**config.mk**
```make
export PLATFORM = sky130hd
export DESIGN_NAME = nn_load_sequencer
export DESIGN_NICKNAME = d
export VERILOG_FILES = /design/src/rtl/nn_load_sequencer.sv
export SDC_FILE = /design/constraint.sdc
export NUM_CORES = 1
export LEC_CHECK = 0
export ABC_CLOCK_PERIOD_IN_PS = 2600
export CAP_MARGIN = 20
export CORE_MARGIN = 4
export CORE_UTILIZATION = 40
export DETAILED_ROUTE_END_ITERATION = 8
export PLACE_DENSITY = 0.72
export SKIP_LAST_GASP = 1
export SLEW_MARGIN = 20
export SYNTH_ARGS = -nofsm -noshare
export SYNTH_HDL_FRONTEND = slang
export SYNTH_SLANG_ARGS = --single-unit
```
**constraint.sdc**
```tcl
create_clock -name clk -period 2.6 [get_ports clk]
set_clock_uncertainty 0.1 [all_clocks]
set_input_delay 0.52 -clock clk [delete_from_list [all_inputs] [get_ports clk]]
set_output_delay 0.52 -clock clk [all_outputs]
set_load 0.005 [all_outputs]
```
**src/rtl/nn_load_sequencer.sv**
```systemverilog
`default_nettype none
// nn_load_sequencer: streams input and parameter bytes from a byte-wide memory
// into neural_network, pulses its change strobe and captures the network output.
module nn_load_sequencer #(
  parameter int N_INPUTS    = 4,
  parameter int N_NEURONS   = 4,
  parameter int DW          = 8,
  parameter int AW          = 5,
  parameter int RESULT_WAIT = 2
) (
  input  logic          clk,
  input  logic          reset,
  input  logic          start,
  input  logic          skip_params,
  input  logic          abort,
  output logic          mem_rd,
  output logic [AW-1:0] mem_addr,
  input  logic [DW-1:0] mem_rdata,
  output logic [DW-1:0] nn_data,
  output logic          nn_valid,
  output logic          nn_changes,
  input  logic [DW-1:0] nn_result,
  output logic [DW-1:0] result,
  output logic          result_valid,
  output logic          busy
);

  localparam int P_BYTES = N_NEURONS * (N_INPUTS + 2);
  localparam int CW      = $clog2(RESULT_WAIT + 2);

  localparam logic [AW-1:0] X_LAST    = AW'(N_INPUTS - 1);
  localparam logic [AW-1:0] P_FIRST   = AW'(N_INPUTS);
  localparam logic [AW-1:0] P_LAST    = AW'(N_INPUTS + P_BYTES - 1);
  localparam logic [CW-1:0] WAIT_LAST = CW'(RESULT_WAIT);

  typedef enum logic [2:0] {
    IDLE     = 3'd0,
    RD_X     = 3'd1,
    PULSE_X  = 3'd2,
    RD_P     = 3'd3,
    PULSE_P  = 3'd4,
    WAIT_RES = 3'd5,
    DONE     = 3'd6
  } state_t;

  state_t        state;
  state_t        state_nx;
  logic [AW-1:0] addr_nx;
  logic [CW-1:0] cnt;
  logic [CW-1:0] cnt_nx;
  logic          full_load;
  logic          full_nx;
  logic          params_loaded;
  logic          final_seen;

  logic          start_ok;
  logic          abort_busy;
  logic          mark;
  logic          mark_last;

  // Read-side pipeline: one stage for the memory latency, one for the output register.
  logic          rd_d1;
  logic          mark_d1;
  logic          last_d1;

  assign start_ok   = (state == IDLE) && start && !abort;
  assign abort_busy = (state != IDLE) && abort;

  // Issue-stage decode; the PULSE states are empty slots in the read stream
  // that surface as nn_changes two cycles later, between data bursts.
  assign mem_rd    = (state == RD_X) || (state == RD_P);
  assign mark      = (state == PULSE_X) || (state == PULSE_P);
  assign mark_last = ((state == PULSE_X) && !full_load) || (state == PULSE_P);
  assign busy      = (state != IDLE);

  always_comb begin
    state_nx = state;
    addr_nx  = mem_addr;
    cnt_nx   = cnt;
    full_nx  = full_load;
    case (state)
      IDLE: begin
        if (start_ok) begin
          state_nx = RD_X;
          addr_nx  = '0;
          full_nx  = !(skip_params && params_loaded);
        end
      end
      RD_X: begin
        if (mem_addr == X_LAST) state_nx = PULSE_X;
        else                    addr_nx  = mem_addr + 1'b1;
      end
      PULSE_X: begin
        if (full_load) begin
          state_nx = RD_P;
          addr_nx  = P_FIRST;
        end else begin
          state_nx = WAIT_RES;
          cnt_nx   = '0;
        end
      end
      RD_P: begin
        if (mem_addr == P_LAST) state_nx = PULSE_P;
        else                    addr_nx  = mem_addr + 1'b1;
      end
      PULSE_P: begin
        state_nx = WAIT_RES;
        cnt_nx   = '0;
      end
      WAIT_RES: begin
        if (cnt == WAIT_LAST) state_nx = DONE;
        else                  cnt_nx   = cnt + 1'b1;
      end
      DONE: begin
        state_nx = IDLE;
      end
      default: begin
        state_nx = IDLE;
      end
    endcase
    if (abort_busy) begin
      state_nx = IDLE;
      addr_nx  = mem_addr;
    end
  end

  always_ff @(posedge clk) begin
    if (!reset) begin
      state     <= IDLE;
      mem_addr  <= '0;
      cnt       <= '0;
      full_load <= 1'b0;
    end else begin
      state     <= state_nx;
      mem_addr  <= addr_nx;
      cnt       <= cnt_nx;
      full_load <= full_nx;
    end
  end

  always_ff @(posedge clk) begin
    if (!reset) begin
      rd_d1         <= 1'b0;
      mark_d1       <= 1'b0;
      last_d1       <= 1'b0;
      nn_data       <= '0;
      nn_valid      <= 1'b0;
      nn_changes    <= 1'b0;
      result        <= '0;
      result_valid  <= 1'b0;
      params_loaded <= 1'b0;
      final_seen    <= 1'b0;
    end else begin
      result_valid <= 1'b0;
      if (abort_busy) begin
        rd_d1      <= 1'b0;
        mark_d1    <= 1'b0;
        last_d1    <= 1'b0;
        nn_data    <= '0;
        nn_valid   <= 1'b0;
        nn_changes <= 1'b0;
        // Weights are only trusted once the network has seen the closing pulse.
        if (!final_seen) params_loaded <= 1'b0;
      end else begin
        rd_d1      <= mem_rd;
        mark_d1    <= mark;
        last_d1    <= mark_last;
        nn_valid   <= rd_d1;
        nn_data    <= rd_d1 ? mem_rdata : '0;
        nn_changes <= mark_d1;
        if (start_ok) final_seen <= 1'b0;
        if (mark_d1 && last_d1) begin
          final_seen <= 1'b1;
          if (full_load) params_loaded <= 1'b1;
        end
        if (state == DONE) begin
          result       <= nn_result;
          result_valid <= 1'b1;
        end
      end
    end
  end

endmodule
`default_nettype wire

```
---- Word-level counts from Yosys, hierarchy flattened ----
Index checks and enable logic that the tools add are counted.
storage, ports and cells
  input port bits ......................... 21
  register bits ........................... 35
  logic and storage cells ................. 87
cells by class
  bitwise operators ....................... 3
  $add $sub $neg .......................... 2
  mux-type cells .......................... 21
  equal/unequal tests ..................... 19
  reductions and logical operators ........ 28
operators with widths
  kind                 count
  $mux 5               4
  $pmux 5 s4           1
  $pmux 3 s6           1
  $ne 2x2->1 const B   8
  $mux 3               5
  $eq 3x3->1 const B   3
  $mux 1               7
  $eq 3x2->1 const B   2
  $logic_and 1x1->1    6
  $pmux 2 s3           1
  $reduce_and 2->1     3
  $reduce_and 3->1     2
  $reduce_and 6->1     1
  $reduce_bool 2->1    3
  $reduce_bool 3->1    2
  $add 5x1->5 const B  1
  $eq 5x2->1 const B   1
  $eq 5x5->1 const B   1
  $mux 2               2
  $ne 2x1->1 const B   2
  $reduce_and 4->1     1
  $reduce_bool 4->1    1
  $eq 3x1->1 const B   1
  $logic_not 1->1      3
  7 further kinds      11

---- Logic depth before layout (Yosys ltp) ----
Gate-level depths: netlist of run 1.
  depth in word-level cells ............... 5
  mapped depth ............................ 6

---- Least setup slack after synthesis of run 1 ----
OpenSTA, ideal clock, no wires.
  kind .................................... register to register
  start point ............................. reg mem_addr[3]
  end point ............................... reg mem_addr[2]
  setup time .............................. 119 ps
  required time ........................... 2381 ps
  setup slack ............................. 1013 ps
  path buffers ............................ 0
  stages on the path, launching flop included .. 5
  arrival ................................. 1369 ps
  cell sequence ........................... dfxtp_1 > or3_4 > a211oi_4 > nor3_1 > o221a_1
on the way
  cells in the longest elaborated chain, start to end .. 3
ends and longest elaborated chain
  what                                      RTL line  RTL
  from (decl)                               17        output logic [AW-1:0] mem_addr,
  from (signal assigned)                    135       mem_addr <= addr_nx;
  $eq 5x5->1 or $eq 5x2->1 (tied branches)  103, 90
  $ne 2x2->1 (no source line)               n/a
  $reduce_and 6->1 (no source line) (*)     n/a
Every way passes the cells marked *; elsewhere a longest branch is shown, timed or not.
A chain may end at the register's enable or synchronous reset.

---- Final worst setup path of run 1 ----
  start point ............................. reg state[0]
  end point ............................... out mem_rd
on the way
  cells in the longest elaborated chain, start to end .. 2
ends and longest elaborated chain
  what                                      RTL line  RTL
  from (decl)                               46        state_t state;
  from (signal assigned)                    134       state <= state_nx;
  $eq 3x1->1 or $eq 3x2->1 (tied branches)  71        assign mem_rd = (state == RD_X) || (state == RD_P);
  $logic_or 1x1->1 (*)                      71
  to (decl)                                 16        output logic mem_rd,
Marked as above.

==> results of run 1 <==
==> through the flow <==
step	power, mW	util	instance area [sq um]	instances	hold slack (ns)
4_1_cts	1.04	0.597	2040	247	0.379
5_1_grt	1.07	0.597	2040	247	0.406
6_report	1.02	0.597	2040	247	0.369
3_5_place_dp	0.633	0.572	1950	239	0.347
3_3_place_gp	0.631	0.572	1950	239	0.346
2_1_floorplan	0.585	-	1450	151	0.322
==> logic make-up after synthesis <==
group,Yosys count,share of synthesized area
fa+ha+maj,2,0.0172
flops,35,0.482
compound gates,30,0.156
simple gates,63,0.239
mux,9,0.0628
xor+xnor,2,0.0121
buf+inv,10,0.0310
==> layout by cell type (no fill, tap or decap), types with 3 or more instances in the layout <==
| master | n |
|---|---|
| a21oi_1 | 7 |
| and2_1 | 3 |
| and3_1 | 9 |
| clkbuf_4 | 5 |
| clkdlybuf4s50_1 | 46 |
| dfxtp_1 | 35 |
| inv_1 | 3 |
| mux2i_1 | 8 |
| nand2_1 | 8 |
| nand2b_1 | 3 |
| nand3_1 | 4 |
| nand3b_1 | 3 |
| nor2_1 | 17 |
| o21ai_0 | 5 |
==> flip-flops by register name, summed over array words and instances (netlist names) <==
signal         cells
nn_data            8
result             8
mem_addr           5
state              3
cnt                2
final_seen         1
full_load          1
last_d1            1
mark_d1            1
nn_changes         1
nn_valid           1
params_loaded      1
rd_d1              1
result_valid       1
==> power breakdown <==
part	internal, mW	switching, mW	leakage, nW
registers	0.540	0.00625	0.282
clock network	0.227	0.175	0.0482
logic	0.0437	0.0307	0.408
total	0.811	0.212	0.739
==> worst max-delay path: stages (launching register included) <==
cell and delay (ns):
dfxtp_1 0.62, nand2b_1 0.19, inv_2 0.12, clkdlybuf4s50_1 0.53
==> synth_stat cells, types with 2 or more instances <==
cell,n
a21o_1,2
and3_1,9
nand2b_1,3
a31oi_1,2
nor4_1,2
nand2_1,8
dfxtp_1,35
a211oi_1,2
mux2i_1,8
nor2_1,17
or2_2,2
a21oi_1,7
inv_1,3
and2_1,3
buf_2,3
nor3_1,2
nand3_1,4
nand3b_1,3
ha_1,2
or3_1,2
xnor2_1,2
o21ai_0,5
or3_4,2
==> how the worst max path moves through the flow <==
| stage | endpoint | slack (ns) | startpoint | depth (start not counted) |
|---|---|---|---|---|
| floorplan | mem_addr[2] | 1.01 | mem_addr[3] | 4 |
| global placement | mem_addr[3] | 0.37 | abort | 5 |
| detailed placement | mem_addr[3] | 0.27 | abort | 5 |
| CTS | mem_rd | 0.19 | state[0] | 3 |
| global route | mem_rd | 0.11 | state[0] | 3 |
| finish | mem_rd | 0.19 | state[0] | 3 |
==> area by class of cell <==
cell class,count,share of cell area
Multi-Input combinational cell,106,0.347
Timing Repair Buffer,47,0.229
Sequential cell,35,0.344
Clock buffer,6,0.0252
Inverter,5,0.00920
Tap cell,46,0.0282
Clock inverter,2,0.0172
==> metal layers <==
metal / up-vias / GRT usage / wire (um)
met1: 598 / 0.209 / 1510
met5: - / 0 / 0
met4: 0 / 0.0447 / 37
met2: 41 / 0.247 / 1620
li1: 640 / - / -
met3: 4 / 0.0509 / 186
==> flow_metrics.env, run 1 <==
export IMPL_setup_tns_ns=0
export IMPL_clk_latency_ns=0.33
export IMPL_wl_per_cell_um=13.6
export IMPL_finalCriticalPeriod_ns=2.41
export IMPL_gp_congestion=0.783
export IMPL_reg2reg_to="mem_addr[2]"
export IMPL_drt_iter0_drc=80
export IMPL_synth_seq_area_share=0.482
export IMPL_worstMarginPinSlew_ns=0.454
export IMPL_wirelength_mm=3.35
export IMPL_rr_worst_depth=4
export IMPL_start_util=0.426
export IMPL_finalSetupViolCount=0
export IMPL_drv_slew=0
export IMPL_synth_edf_count=0
export IMPL_fin_ws_ns=0.187
export IMPL_drc=0
export IMPL_yosys_area_top_type="dfxtp_1"
export IMPL_final_nets=223
export IMPL_yosysWarnings=0
export IMPL_synthCells=151
export IMPL_diodes=0
export IMPL_timing_fmax_mhz=414
export IMPL_cts_setup_buffers=0
export IMPL_ant_nets=0
export IMPL_die_x_um=68.3
export IMPL_grt_max_degree=18
export IMPL_vias=1283
export IMPL_ir_drop_mv=0.274
export IMPL_grt_pass1_wl_mm=5.49
export IMPL_cts_buffers=5
export IMPL_cts_root_buf="clkbuf_4"
export IMPL_hold_buffers=0
export IMPL_vias_per_cell=5.19
export IMPL_critical_path_class="register to output pin"
export IMPL_cts_tree="built"
export IMPL_reg2reg_slack_ns=0.77
export IMPL_clock_sinks=35
export IMPL_num_rows=21
export IMPL_ios=47
export IMPL_period_share=0.928
export IMPL_synth_cell_type_count=46
export IMPL_synthTopCellsByArea="dfxtp_1 (48%), mux2i_1 (5.5%), nor2_1 (4.4%)"
export IMPL_maxSlewHeadroom=0.697
export IMPL_hold_path_depth=1
export IMPL_worstPathArrival_ns=1.79
export IMPL_crit_required_ns=1.98
export IMPL_hp_start="mark_d1"
export IMPL_nFillCells=313
export IMPL_syn_area_per_cell_sq_um=9.63
export IMPL_hold_end="nn_changes"
export IMPL_drv_cap=0
export IMPL_multiInputGateArea_sq_um=708
export IMPL_grt_usage=0.158
export IMPL_crit_path_max_fanout=13
export IMPL_grt_overflow_total=0
export IMPL_cts_resized_gates=0
export IMPL_outcome="complete, no violations"
export IMPL_drive_above_1_share=0.0995
export IMPL_clkTransAtPathRegs_ns=0.11
export IMPL_rsz0062_at_grt="no"
export IMPL_area_delta_synth_final_pct=40.3
export IMPL_design_core_area_sq_um=3420
export IMPL_syn_nets=174
export IMPL_synth_area_sq_um=1450
export IMPL_r2r_start="state[1]"
export IMPL_hold_viol=0
export IMPL_die_y_um=68.3
export IMPL_h_tree_depth=2
export IMPL_dr_pass1_iters=4
export IMPL_place_ws_ns=0.271
export IMPL_seqCellArea_sq_um=701
export IMPL_grt_pass1_vias=1152
export IMPL_cp_end_kind="output pin"
export IMPL_ys_async_sr_fraction=0
export IMPL_clk_path_buf_depth=2
export IMPL_antenna_found_initial=0
export IMPL_hold_path_class="register to register"
export IMPL_dp_final_hpwl_mm=2.56
export IMPL_powerDensity_nw_per_um2=502
export IMPL_synthFlopType="dfxtp_1"
export IMPL_io_buffers=46
export IMPL_synth_top_area_share=0.482
export IMPL_dieArea_sq_um=4660
export IMPL_cp_start_kind="register"
export IMPL_p_leak_nw=0.739
export IMPL_yosys_register_bits=35
(Power assumes the default switching activity.)
==> run 2: changes to the inputs <==
Settings changed: ABC_AREA set to 1, GPL_TIMING_DRIVEN set to 0, PLACE_DENSITY 0.72 to 0.71.
==> run 2 against run 1 <==
  * Largest cell class is now sequential cells
  * Non-clock buffer count stayed put
  * Fmax is 8.2% higher
  * Via count is 13% higher
  * Total power is 16% higher
  * Clock power is 3% lower
  * Final cell count is 28% higher
  * Critical endpoint unchanged
  * Critical path depth stayed put
  * Routed wire length is 4.8% lower
  * Synthesized area is 4.1% higher
  * Combinational power grew to 2.9 times the previous value
  * First-iteration DRC count is 1.3% higher
  * Core utilization is 2.0 points lower
==> flow_metrics.env, run 2 <==
export IMPL_final_cells=315
export IMPL_cts_tree="built"
export IMPL_drv_slew=0
export IMPL_hold_viol=0
export IMPL_final_common_cell="nor2_1"
export IMPL_wl_per_cell_um=10.1
export IMPL_crit_chain="inv_2, nor2_2, clkdlybuf4s50_1"
export IMPL_wirelength_mm=3.19
export IMPL_ios=47
export IMPL_ys_async_sr_fraction=0
export IMPL_start_util=0.414
export IMPL_powerDensity_nw_per_um2=562
export IMPL_crit_path_max_fanout=6
export IMPL_synthFlopType="dfxtp_1"
export IMPL_worstPathArrival_ns=1.61
export IMPL_antenna_found_initial=0
export IMPL_synth_area_sq_um=1510
export IMPL_nFillCells=349
export IMPL_synthCells=215
export IMPL_yosys_register_bits=35
export IMPL_ant_nets=0
export IMPL_design_core_area_sq_um=3660
export IMPL_cts_resized_gates=0
export IMPL_num_rows=22
export IMPL_grt_overflow_total=0
export IMPL_cp_start_kind="register"
export IMPL_p_leak_nw=0.902
export IMPL_outcome="complete, no violations"
export IMPL_dieArea_sq_um=4830
export IMPL_reg2reg_slack_ns=0.98
export IMPL_ir_drop_mv=0.223
export IMPL_drt_iter0_drc=81
export IMPL_worstMarginPinSlew_ns=0.464
export IMPL_cp_slowest_stage_delay_ns=0.55
export IMPL_syn_nets=238
export IMPL_h_tree_depth=2
export IMPL_clock_sinks=35
export IMPL_finalCriticalPeriod_ns=2.23
export IMPL_drc=0
export IMPL_synth_edf_count=0
export IMPL_drive_above_1_share=0.0899
export IMPL_clk_latency_ns=0.28
export IMPL_die_x_um=69.5
export IMPL_path_buf_inv=2
export IMPL_clk_path_buf_depth=2
export IMPL_place_area_sq_um=2020
export IMPL_grt_pass1_wl_mm=5.58
export IMPL_crit_family="buffers and inverters"
export IMPL_hold_path_class="register to register"
export IMPL_area_delta_synth_final_pct=39.5
export IMPL_yosys_area_top_type="dfxtp_1"
export IMPL_hold_buffers=0
export IMPL_crit_required_ns=1.98
export IMPL_place_ws_ns=0.646
export IMPL_cp_slowest_cell="clkdlybuf4s50_1"
export IMPL_syn_area_per_cell_sq_um=7.04
export IMPL_synthTopCellsByArea="dfxtp_1 (46%), nor2_1 (14%), nand2_1 (8.9%)"
export IMPL_totalPowerFinal_mw=1.19
export IMPL_layout_common_cells="nor2_1 (56), clkdlybuf4s50_1 (45), nand2_1 (36)"
export IMPL_die_y_um=69.5
export IMPL_gp_congestion=0.912
export IMPL_rsz0062_at_grt="no"
export IMPL_synth_seq_area_share=0.463
export IMPL_reg_top3="nn_data: 8 flops, result: 8 flops, mem_addr: 5 flops"
export IMPL_final_nets=290
export IMPL_vias_per_cell=4.60
export IMPL_cts_root_buf="clkbuf_8"
export IMPL_timing_fmax_mhz=448
export IMPL_cts_setup_buffers=0
export IMPL_vias=1449
export IMPL_dp_final_hpwl_mm=2.40
export IMPL_synthTopCellsByCount="nor2_1 (56), nand2_1 (36), dfxtp_1 (35), inv_1 (26), o21ai_0 (14)"
export IMPL_io_buffers=45
export IMPL_grt_usage=0.140
export IMPL_grt_max_degree=11
export IMPL_synth_cell_type_count=23
export IMPL_maxSlewHeadroom=0.691
export IMPL_dr_pass1_iters=6
export IMPL_setup_tns_ns=0
export IMPL_critical_path_class="register to output pin"
export IMPL_fin_ws_ns=0.370
export IMPL_place_inst=308
export IMPL_yosysMostFrequentCell="nor2_1"
export IMPL_diodes=0
export IMPL_period_share=0.858
export IMPL_cp_end_kind="output pin"
export IMPL_grt_pass1_vias=1315
export IMPL_final_area_sq_um=2110
export IMPL_synth_top_area_share=0.463
export IMPL_clkTransAtPathRegs_ns=0.07
export IMPL_drv_cap=0
export IMPL_finalSetupViolCount=0
export IMPL_cts_buffers=5
export IMPL_yosysWarnings=0
run 2: per-layer routing:
| layer | global-route usage | vias up | share of wire | wire [um] |
|---|---|---|---|---|
| met5 | 0 | - | 0 | 0 |
| met4 | 0.0586 | 0 | 0.014 | 46 |
| met3 | 0.0377 | 6 | 0.061 | 194 |
| met2 | 0.228 | 35 | 0.48 | 1530 |
| met1 | 0.175 | 633 | 0.44 | 1420 |
| li1 | - | 775 | - | - |
run 2: stage by stage:
stage,util,hold slack (ns)
2_1_floorplan,-,0.308
3_5_place_dp,0.553,0.326
6_report,0.577,0.329
3_3_place_gp,0.553,0.324
4_1_cts,0.577,0.335
5_1_grt,0.577,0.358
run 2: logic make-up after synthesis:
logic type,count (synthesis),synth area share
DFF,35,0.463
and+or+nand+nor,120,0.340
adders and majority gates,2,0.0165
buffers and inverters,31,0.0785
AOI/OAI and AO/OA,27,0.102
run 2: final timing paths:
kind                from    endpoint  cells after the start
max             state[0]      mem_rd                      3
min              mark_d1  nn_changes                      2
max reg2reg  mem_addr[0]    state[0]                      8
min reg2reg      mark_d1  nn_changes                      2
run 2: worst min-delay path, stage by stage (launching register included):
cell,delay [ns]
dfxtp_1,0.31
inv_1,0.05
nor2_1,0.04
run 2: cell type report:
type                            instances  area (sq um)  share of cell area
Clock buffer                            6          82.6              0.0391
Sequential cell                        35           701               0.332
Timing Repair Buffer                   45           450               0.213
Clock inverter                          1          5.00             0.00237
Multi-Input combinational cell        149           694               0.329
Buffer                                  2          7.51             0.00355
Inverter                               29           111              0.0527
Tap cell                               48          60.1              0.0284
run 2: report_power, final:
| part | total (mW) | internal, mW | switching, mW |
|---|---|---|---|
| Clock | 0.388 | 0.208 | 0.180 |
| Combinational | 0.216 | 0.104 | 0.112 |
| Sequential | 0.584 | 0.560 | 0.0241 |
==> patch, RTL diff (flow settings as in run 2) <==
Reset style: asynchronous (`reset`), changed in 2 clocked blocks.
--- a/src/rtl/nn_load_sequencer.sv
+++ b/src/rtl/nn_load_sequencer.sv
@@ -126,3 +126,3 @@
 
-  always_ff @(posedge clk) begin
+  always_ff @(posedge clk or negedge reset) begin
     if (!reset) begin
@@ -140,3 +140,3 @@
 
-  always_ff @(posedge clk) begin
+  always_ff @(posedge clk or negedge reset) begin
     if (!reset) begin
Function: differs if reset is asserted again (counterexample within 4 cycles, from zero or initial values and one cycle with reset low); with reset held inactive, the same outputs for 10 cycles.
==> patch against run 2 <==
  * Core utilization grew 0.40 points
  * Die area rose by 11%
  * Non-clock buffer count grew 4
  * Routed wire length increased by 14%
  * Synthesized cell count is 3.3% lower
  * Worst setup slack worse by 0.062 ns
  * Register-to-register slack better by 0.07 ns
  * Sequential share of layout area is 4.0 points higher
  * Sequential cell count unchanged
  * Synthesized area rose by 12%
  * Final area grew 12%
  * Highest routed layer unchanged
Power is not compared: it rests on default switching activity, and its combinational part moved more than twofold at a synthesized area within 25%.
==> patch: results (changes against run 2) <==
Pwr
  • Switching share of power: 33.9%
  • Logic gate share of total power: 41.9%
  • Total leakage power: 1.18 nW

Global route
  • GR Layer Usage met3: 3.86% (was 3.77%)
  • Overall Global Routing Usage: 15.0% (was 14.0%)
  • First-pass GRT wire length: 6.22 mm (was 5.58 mm)
  • Vias in the first global route: 1366 (was 1315)
  • Met1 Track Usage GR: 19.4% (was 17.5%)
  • Largest net degree at the start of global routing: 24 (was 11)
  • Met2 usage: 24.2% (was 22.8%)

Critical path
  • Critical R2R Launch: mem_addr[0]$_DFFE_PN0P_ (was mem_addr[0]$_SDFFE_PN0P_)
  • Max Fanout on Critical Path: 10 (was 6)
  • R2R cell count: 7 (was 8)
  • Worst reg2reg endpoint: mem_addr[2]$_DFFE_PN0P_ (was state[0]$_SDFFE_PP0P_)
  • Crit path DAT: 1.67 ns (was 1.61 ns)
  • Reg2Reg Setup Slack: 1.05 ns (was 0.98 ns)

Status
  • Status: completed (unchanged)

Worst hold path
  • Hold/Removal Path Class: in -> async (was reg -> reg)

Place
  • Post-DP HPWL: 2.68 mm (was 2.40 mm)
  • GPL Wtd Cong: 0.849 (was 0.912)
  • I/O Buffers: 46 (was 45)

Route
  • WL final: 3.63 mm (was 3.19 mm)
  • DRT Pass-1 Iters: 4 (was 6)
  • Vias per cell: 4.67 (was 4.60)
  • Detailed Route Iter0 Violations: 88 (was 81)

Layout
  • Buffering overhead: 21.8% (was 21.7%)
  • Layout Nets: 285 (was 290)
  • #MultiIn Comb: 148 (was 149)
  • Filler instances: 378 (was 349)
  • Clk tree area frac: 4.99% (was 4.15%)
  • Largest regs: nn_data (8), result (8), mem_addr (5) (unchanged)
  • Clkbuf count: 6 (unchanged)
  • Sequential cell count: 35 (unchanged)
  • Share of cells above drive strength 1: 11.4% (was 8.99%)
  • FF/Latch Area: 876 um^2 (was 701 um^2)
  • Fraction of area in multi-input gates: 30.1% (was 32.9%)
  • Inverters: 21 (was 29)
  • Non-clock buffer count: 51 (was 47)

Synthesis
  • Top post-synthesis cells by area: dfrtp_1 51%, nand2_1 18%, nor2_1 5.7%, inv_1 3.8%, nand3_1 3.2% (was dfxtp_1 46%, nor2_1 14%, nand2_1 8.9%, inv_1 6.4%, o21ai_0 4.6%)
  • Post-synth cell types: 21 (was 23)
  • Synth cell count leaders: 80 x nand2_1, 35 x dfrtp_1, 26 x nor2_1 (was 56 x nor2_1, 36 x nand2_1, 35 x dfxtp_1)
  • Sequential fraction of the synthesis area: 51.5% (was 46.3%)
  • Ys flop type: dfrtp_1 (was dfxtp_1)
  • FFs w/ async S/R, synth: 100% (was 0%)
  • Syn_nets: 231 (was 238)

Clocking
  • Post-CTS setup repair buffer count: 0 (unchanged)
  • Clk_lat worst skew: 0.28 ns (about the same)
  • H-Tree Depth: 2 (unchanged)

Timing
  • Worst hold slack: 0.0194 ns (was 0.329 ns)
  • Worst Tran Pin Value: 0.405 ns (was 0.464 ns)
## patch: cell count changes in the layout (fill, tap and decap cells not counted), moves of 5 or more
cell	before	now
inv_1	26	17
o21ai_0	14	9
dfrtp_1	0	35
nor2_1	56	26
nand2_1	36	80
dfxtp_1	35	0
nand2_2	6	0
## patch: cells by family after synthesis
group	Yosys count	synth area share [%]
AND/OR/NAND/NOR	129	34.9
flip-flops	35	51.5
buffers and inverters	25	6.84
AO/OA/AOI/OAI	17	5.29
adder cells (fa/ha/maj)	2	1.47
## patch: routing by layer
metal	wire length, um	up-vias
li1	-	752
met1	1680	667
met2	1640	39
met3	249	4
met4	54	0
met5	0	-
## patch: how the worst max path moves through the flow
stage	cells past startpoint	end	from
finish	3	mem_rd	state[2]$_DFFE_PN0P_
global route	3	mem_rd	state[2]$_DFFE_PN0P_
CTS	3	mem_rd	state[2]$_DFFE_PN0P_
detailed placement	5	result[2]$_DFFE_PN0P_	abort
global placement	1	cnt[1]$_DFFE_PN0P_	reset
floorplan	7	mem_addr[0]$_DFFE_PN0P_	mem_addr[0]$_DFFE_PN0P_
## patch: worst max-delay path, stage by stage (launching register included)
cell,delay (ns)
dfrtp_1,0.38
buf_6,0.14
nor2_1,0.30
clkdlybuf4s50_1,0.58
## patch: through the flow
| step | instance area (um^2) | util (%) | instances | total power, mW | worst slack [ns] |
|---|---|---|---|---|---|
| floorplan | 1700 | - | 208 | 1.27 | 1.21 |
| global placement | 2220 | 54.8 | 304 | 1.63 | 0.105 |
| detailed placement | 2240 | 55.2 | 305 | 1.65 | 0.467 |
| CTS | 2360 | 58.1 | 313 | 2.16 | 0.275 |
| global route | 2360 | 58.1 | 313 | 2.28 | 0.227 |
| finish | 2360 | 58.1 | 313 | 2.13 | 0.309 |
